**config.mk**
```make
export PLATFORM = sky130hd
export DESIGN_NAME = multiplexor_display_7seg
export DESIGN_NICKNAME = d
export VERILOG_FILES = /design/src/rtl/multiplexor_display_7seg_pkg.sv /design/src/rtl/multiplexor_display_7seg_decodificador.sv /design/src/rtl/multiplexor_display_7seg.sv
export SDC_FILE = /design/constraint.sdc
export NUM_CORES = 1
export LEC_CHECK = 0
export CORE_UTILIZATION = 50
export DETAILED_ROUTE_END_ITERATION = 6
export PLACE_DENSITY = 0.74
export SLEW_MARGIN = 20
export SYNTH_ARGS = -nofsm -noshare
export SYNTH_HDL_FRONTEND = slang
export SYNTH_SLANG_ARGS = --single-unit
```
**constraint.sdc**
```tcl
create_clock -name clk -period 5.3 [get_ports clk]
set_input_delay 0.53 -clock clk [delete_from_list [all_inputs] [get_ports clk]]
set_output_delay 0.53 -clock clk [all_outputs]
set_load 0.02 [all_outputs]
```
**src/rtl/multiplexor_display_7seg_pkg.sv**
```systemverilog
// -----------------------------------------------------------------------------
// multiplexor_display_7seg_pkg
// Shared definitions for the multiplexed 4-digit 7-segment display driver:
// active-low segment patterns (bit 6 = a ... bit 0 = g), the all-off anode
// word, default timing parameters, the captured-digit record and small
// helpers for anode selection and leading-zero suppression.
// -----------------------------------------------------------------------------
package multiplexor_display_7seg_pkg;

  // Default timing: 1 ms per digit slot at 50 MHz, two dark cycles per slot.
  localparam int DIV_REFRESCO_DEF = 50000;
  localparam int GUARDA_DEF       = 2;

  // Active-low segment patterns, bit 6 = a through bit 0 = g.
  localparam logic [6:0] SEG_0    = 7'b0000001;
  localparam logic [6:0] SEG_1    = 7'b1001111;
  localparam logic [6:0] SEG_2    = 7'b0010010;
  localparam logic [6:0] SEG_3    = 7'b0000110;
  localparam logic [6:0] SEG_4    = 7'b1001100;
  localparam logic [6:0] SEG_5    = 7'b0100100;
  localparam logic [6:0] SEG_6    = 7'b0100000;
  localparam logic [6:0] SEG_7    = 7'b0001111;
  localparam logic [6:0] SEG_8    = 7'b0000000;
  localparam logic [6:0] SEG_9    = 7'b0000100;
  localparam logic [6:0] SEG_DASH = 7'b1111110;
  localparam logic [6:0] SEG_OFF  = 7'b1111111;

  // Active-low anodes: all digits dark.
  localparam logic [3:0] ANODOS_OFF = 4'b1111;

  // Digit slot index; the value is also the anode bit position.
  typedef enum logic [1:0] {
    DIG_UNIDADES = 2'd0,
    DIG_DECENAS  = 2'd1,
    DIG_CENTENAS = 2'd2,
    DIG_MILLARES = 2'd3
  } digito_e;

  // Shadow copy of the inputs, frozen for a whole scan frame.
  typedef struct packed {
    logic [3:0] millares;
    logic [3:0] centenas;
    logic [3:0] decenas;
    logic [3:0] unidades;
    logic       blanqueo;
  } sombra_t;

  localparam sombra_t SOMBRA_RST = sombra_t'(17'd0);

  // Active-low one-hot anode word for a digit slot.
  function automatic logic [3:0] anodo_activo(input logic [1:0] idx);
    logic [3:0] an;
    case (idx)
      DIG_UNIDADES: an = 4'b1110;
      DIG_DECENAS:  an = 4'b1101;
      DIG_CENTENAS: an = 4'b1011;
      DIG_MILLARES: an = 4'b0111;
      default:      an = ANODOS_OFF;
    endcase
    return an;
  endfunction

  // Leading-zero suppression: a digit is blanked only when every more
  // significant digit (and itself) is zero. Codes 10-15 are nonzero, so an
  // invalid upper digit keeps the zeros below it visible. Units never blank.
  function automatic logic digito_blanco(input sombra_t s, input logic [1:0] idx);
    logic m0;
    logic c0;
    logic d0;
    logic b;
    m0 = (s.millares == 4'd0);
    c0 = (s.centenas == 4'd0);
    d0 = (s.decenas  == 4'd0);
    case (idx)
      DIG_MILLARES: b = s.blanqueo & m0;
      DIG_CENTENAS: b = s.blanqueo & m0 & c0;
      DIG_DECENAS:  b = s.blanqueo & m0 & c0 & d0;
      default:      b = 1'b0;
    endcase
    return b;
  endfunction

endpackage

```
**src/rtl/multiplexor_display_7seg_decodificador.sv**
```systemverilog
// -----------------------------------------------------------------------------
// decodificador_bcd_7seg
// Purely combinational BCD to 7-segment decoder with active-low outputs.
// Codes 10-15 show a dash so a bad converter output is visible on the panel.
//
// Ports:
//   bcd        in   4  BCD digit
//   segmentos  out  7  active-low segments, bit 6 = a ... bit 0 = g
// -----------------------------------------------------------------------------
module decodificador_bcd_7seg
  import multiplexor_display_7seg_pkg::*;
(
  input  logic [3:0] bcd,
  output logic [6:0] segmentos
);

  // Pattern lookup; anything outside 0-9 falls to the dash.
  always_comb begin
    segmentos = SEG_DASH;
    case (bcd)
      4'd0:    segmentos = SEG_0;
      4'd1:    segmentos = SEG_1;
      4'd2:    segmentos = SEG_2;
      4'd3:    segmentos = SEG_3;
      4'd4:    segmentos = SEG_4;
      4'd5:    segmentos = SEG_5;
      4'd6:    segmentos = SEG_6;
      4'd7:    segmentos = SEG_7;
      4'd8:    segmentos = SEG_8;
      4'd9:    segmentos = SEG_9;
      default: segmentos = SEG_DASH;
    endcase
  end

endmodule

```
**src/rtl/multiplexor_display_7seg.sv**
```systemverilog
// -----------------------------------------------------------------------------
// multiplexor_display_7seg
// Time-multiplexed driver for a 4-digit common-anode 7-segment display.
// A prescaler holds each digit slot for DIV_REFRESCO cycles; the first GUARDA
// cycles of every slot keep all anodes dark to avoid ghosting. The digits
// are sampled into a shadow register once per frame (at the wrap out of the
// millares slot, and on the first clock after reset) so a frame never mixes
// old and new digits. Anodes and segments are registered (latency 1).
//
// Ports:
//   clk        in   1  system clock
//   reset_n    in   1  asynchronous active-low reset
//   unidades   in   4  BCD units digit
//   decenas    in   4  BCD tens digit
//   centenas   in   4  BCD hundreds digit
//   millares   in   4  BCD thousands digit
//   blanqueo   in   1  1 = suppress leading zeros
//   anodos     out  4  active-low digit enables, bit 0 = unidades
//   segmentos  out  7  active-low segments, bit 6 = a ... bit 0 = g
//   fin_trama  out  1  one-cycle pulse after new digits are captured
// -----------------------------------------------------------------------------
module multiplexor_display_7seg
  import multiplexor_display_7seg_pkg::*;
#(
  parameter int DIV_REFRESCO = DIV_REFRESCO_DEF,
  parameter int GUARDA       = GUARDA_DEF
)
(
  input  logic       clk,
  input  logic       reset_n,
  input  logic [3:0] unidades,
  input  logic [3:0] decenas,
  input  logic [3:0] centenas,
  input  logic [3:0] millares,
  input  logic       blanqueo,
  output logic [3:0] anodos,
  output logic [6:0] segmentos,
  output logic       fin_trama
);

  localparam int              CW         = (DIV_REFRESCO > 1) ? $clog2(DIV_REFRESCO) : 1;
  localparam logic [CW-1:0]   CNT_MAX    = CW'(DIV_REFRESCO - 1);
  localparam logic [CW-1:0]   CNT_GUARDA = CW'(GUARDA);

  logic [CW-1:0] cnt_r;
  logic [1:0]    idx_r;
  logic          primera_r;
  sombra_t       sombra_r;
  logic          fin_trama_r;
  logic [3:0]    anodos_r;
  logic [6:0]    segmentos_r;

  logic          wrap_s;
  logic          captura_s;
  sombra_t       entrada_s;
  logic [3:0]    digito_s;
  logic [6:0]    patron_s;
  logic          blanco_s;
  logic [3:0]    anodos_nxt_s;
  logic [6:0]    segmentos_nxt_s;

  assign wrap_s    = (cnt_r == CNT_MAX);
  // Capture at the millares -> unidades wrap, or right after reset so the
  // first frame never shows the cleared shadow.
  assign captura_s = primera_r | (wrap_s & (idx_r == DIG_MILLARES));
  assign entrada_s = {millares, centenas, decenas, unidades, blanqueo};

  // Slot prescaler and digit index.
  always_ff @(posedge clk or negedge reset_n) begin
    if (!reset_n) begin
      cnt_r <= {CW{1'b0}};
      idx_r <= DIG_UNIDADES;
    end else if (wrap_s) begin
      cnt_r <= {CW{1'b0}};
      idx_r <= idx_r + 2'd1;
    end else begin
      cnt_r <= cnt_r + {{(CW-1){1'b0}}, 1'b1};
      idx_r <= idx_r;
    end
  end

  // Marks the first clock after reset release.
  always_ff @(posedge clk or negedge reset_n) begin
    if (!reset_n) begin
      primera_r <= 1'b1;
    end else begin
      primera_r <= 1'b0;
    end
  end

  // Shadow register and frame pulse.
  always_ff @(posedge clk or negedge reset_n) begin
    if (!reset_n) begin
      sombra_r    <= SOMBRA_RST;
      fin_trama_r <= 1'b0;
    end else if (captura_s) begin
      sombra_r    <= entrada_s;
      fin_trama_r <= 1'b1;
    end else begin
      sombra_r    <= sombra_r;
      fin_trama_r <= 1'b0;
    end
  end

  // Select the shadow digit for the current slot.
  always_comb begin
    digito_s = sombra_r.unidades;
    case (idx_r)
      DIG_UNIDADES: digito_s = sombra_r.unidades;
      DIG_DECENAS:  digito_s = sombra_r.decenas;
      DIG_CENTENAS: digito_s = sombra_r.centenas;
      DIG_MILLARES: digito_s = sombra_r.millares;
      default:      digito_s = sombra_r.unidades;
    endcase
  end

  decodificador_bcd_7seg u_decodificador (
    .bcd       (digito_s),
    .segmentos (patron_s)
  );

  assign blanco_s = digito_blanco(sombra_r, idx_r);

  // Next anode/segment values: dark during the guard window, otherwise the
  // selected digit, with a blanked digit keeping its anode but no segments.
  always_comb begin
    anodos_nxt_s    = ANODOS_OFF;
    segmentos_nxt_s = SEG_OFF;
    if (cnt_r < CNT_GUARDA) begin
      anodos_nxt_s    = ANODOS_OFF;
      segmentos_nxt_s = SEG_OFF;
    end else begin
      anodos_nxt_s = anodo_activo(idx_r);
      if (blanco_s) begin
        segmentos_nxt_s = SEG_OFF;
      end else begin
        segmentos_nxt_s = patron_s;
      end
    end
  end

  // Registered display outputs.
  always_ff @(posedge clk or negedge reset_n) begin
    if (!reset_n) begin
      anodos_r    <= ANODOS_OFF;
      segmentos_r <= SEG_OFF;
    end else begin
      anodos_r    <= anodos_nxt_s;
      segmentos_r <= segmentos_nxt_s;
    end
  end

  assign anodos    = anodos_r;
  assign segmentos = segmentos_r;
  assign fin_trama = fin_trama_r;

endmodule

```
==> flow_summary.ini <==
[detailed_routing]
route.final.wire_length_um = 4148
drtIter0Drc = 81
drtAntennaViolNets = 0
wl_per_cell_um = 15.19
viasPerCell = 5.608
remaining_drc_errors = 0
route.vias.total = 1531
dr.pass1.iters = 4

[finish]
syn_to_final_growth_pct = 18.87
num-nets-final = 250
layout.core_utilization = 0.6256
most-common-layout-cells = dfrtp_1, clkdlybuf4s50_1, dfstp_2
ff_latch_area_mm2 = 0.001216
commonest_non_fill_non_tap_cell_in_the_layout = dfrtp_1
n_antenna_cell = 0
final_cells = 273
layout-drive-gt1-share = 0.2036
area_taken_by_multi_input_logic_gates_mm2 = 0.001026
fillers = 331

[critical_path]
data_required_time_of_the_worst_path_ns = 5.50
cell_count_of_the_worst_reg_to_reg_path = 8
timing.critical_path.fanout_max = 7
timing.rr.start = idx_r[0]
worst-r2r-setup-slack_ns = 2.85
worst-setup-path-type = reg -> reg
critical_path.startpoint_type = flop
crit_end = segmentos[1]
crit_path_start = idx_r[0]
setup.worst_path.end_class = flop
worstReg2RegEnd = segmentos[1]
cp.arrival_ns = 2.66

[synthesis]
number_of_storage_elements_in_the_synthesis_netlist = 48
synth_fp_nets = 216
ys.flop_type = dfrtp_1
area_of_the_mapped_netlist_mm2 = 0.002307
synth.avg_cell_area_um2 = 12.40
ys_warn_count = 0
post_synth_inst_count = 186
share_of_synthesized_registers_carrying_an_async_set_or_reset = 1.000
synth.distinct_cells = 42
synth.yosys.seq_area_share = 0.5271
number_of_flops_mapped_to_enable_cells_by_yosys = 0

[sta]
fin_worst_skew_ns = 0.004626
grt_setup_unrepaired = false
slew_headroom = 0.2983
final_tns_setup_ns = 0
slew_violations = 0
report.final.hold_viol_count = 0
timing.final.ws_setup_ns = 2.847
worst_margin_pin_slew_ns = 1.052
maxClockFrequency_mhz = 407.6
timing.final.crit_period_ns = 2.453
report.final.setup_viol = 0
layout_worst_path_cycle_share = 0.4629

[clock_tree]
cts_sinks = 48
clock_tree_from_tritoncts = built
clk_latency_ns = 0.29
tritoncts.num_buffers = 5
cts-htree-levels = 2
reg_clk_slew_reported_paths_ns = 0.09
post_cts_buffers = 0
cts_hold_buffers = 0
post_cts_resized = 0
cts_root_buf = clkbuf_8
cts-root-to-sink-buffers = 2

[pwr]
static-leakage-power_nw = 1.200
maximum_vdd_ir_drop_uv = 164.0
cellPowerDensity_mw_per_mm2 = 279.2

[global_route]
grt.overflow.total = 0
antenna_found_initial = 0
grt_pass1_vias = 1565
grt_max_degree = 49
grt_pass1_wl_um = 7224
global_route.usage.total = 0.1861

[floorplan]
die_area_mm2 = 0.004890
die_height_um = 69.93
initial_utilization = 0.5263
die_w_um = 69.93
design.core.area_mm2 = 0.004384
rows = 24
top_level_ports = 31

[run]
max-cap-violations = 0

[run_status]
run_status = completed

[placement]
portBuffers = 30
dp_worst_setup_slack_ns = 2.876
dpl.cell_count = 265
dp_hpwl_um = 3107
place.gp.congestion = 0.8582

[hold_path]
holdCritPathClass = in -> async
metal layers:
metal,global-route usage,vias to the layer above,wire (um)
met1,0.2454,738,1895
met2,0.3002,52,1979
met5,0,-,0
li1,-,732,-
met3,0.04906,9,217
met4,0.06000,0,56
final cells by class:
type	count	share of cell area
Sequential cell	48	0.4434
Clock inverter	3	0.01551
Clock buffer	5	0.02509
Multi-Input combinational cell	128	0.3741
Tap cell	52	0.02372
Timing Repair Buffer	30	0.1086
Inverter	7	0.009580
worst min-delay path by stage:
stage | start | to | slack (ns) | cells past startpoint
after detailed placement | cnt_r[0] | cnt_r[0] | 0.45 | 1
after global routing | reset_n | cnt_r[5] | 0.27 | 1
final | reset_n | cnt_r[11] | 0.22 | 1
after floorplan | reset_n | cnt_r[0] | 0.23 | 0
after global placement | cnt_r[0] | cnt_r[0] | 0.43 | 1
after CTS | reset_n | cnt_r[5] | 0.44 | 1
critical path, cell delays in order (launching register included):
cell	delay [ns]
dfrtp_1	0.41
inv_1	0.12
ha_1	0.29
inv_1	0.18
o21ai_0	0.55
inv_1	0.19
ha_1	0.24
o21ai_0	0.25
o211ai_1	0.14
power breakdown:
part           switching [mW]  total, mW  leakage, nW  internal [mW]
logic                  0.0482      0.103        0.573         0.0552
clock network           0.115      0.254       0.0541          0.139
registers              0.0131      0.408        0.573          0.395
stage by stage:
stage	power, mW	cell area, um^2	hold WS (ns)
after CTS	0.7738	2740	0.4360
after global routing	0.8009	2743	0.2652
final	0.7658	2743	0.2224
after floorplan	0.4712	2307	0.2344
after global placement	0.5138	2629	0.4348
after detailed placement	0.5190	2629	0.4513
kinds of logic after synthesis:
family | after synthesis | share of synthesized area
AND/OR/NAND/NOR | 55 | 0.1334
adder cells (fa/ha/maj) | 11 | 0.05965
buffers and inverters | 10 | 0.02820
AO/OA/AOI/OAI | 26 | 0.08026
XOR/XNOR | 13 | 0.04935
multiplexers | 22 | 0.1204
other | 1 | 0.001625
flip-flops | 48 | 0.5271
flip-flops by register name, indices dropped and copies added (netlist names):
name,flops
sombra_r,17
cnt_r,16
idx_r,2
anodos,4
primera_r,1
fin_trama,1
segmentos,7
synth_stat cells (3+ instances only):
cell / instances / area share
nand2_1: 9 / 0.015
nor2b_1: 4 / 0.011
and2_1: 3 / 0.0081
dfrtp_1: 36 / 0.39
xnor2_1: 5 / 0.019
mux2_4: 9 / 0.059
dfstp_2: 12 / 0.14
a222oi_1: 3 / 0.013
xor2_1: 8 / 0.030
ha_1: 11 / 0.060
o211ai_1: 4 / 0.013
a21oi_1: 5 / 0.011
nor4_1: 5 / 0.014
and3_1: 5 / 0.014
nor2_1: 9 / 0.015
nand4_1: 3 / 0.0081
inv_1: 7 / 0.011
mux2_2: 9 / 0.044
mux2i_1: 3 / 0.013
nand3_1: 9 / 0.020
o21ai_0: 4 / 0.0087
No activity file was read; power rests on OpenSTA's default activity.
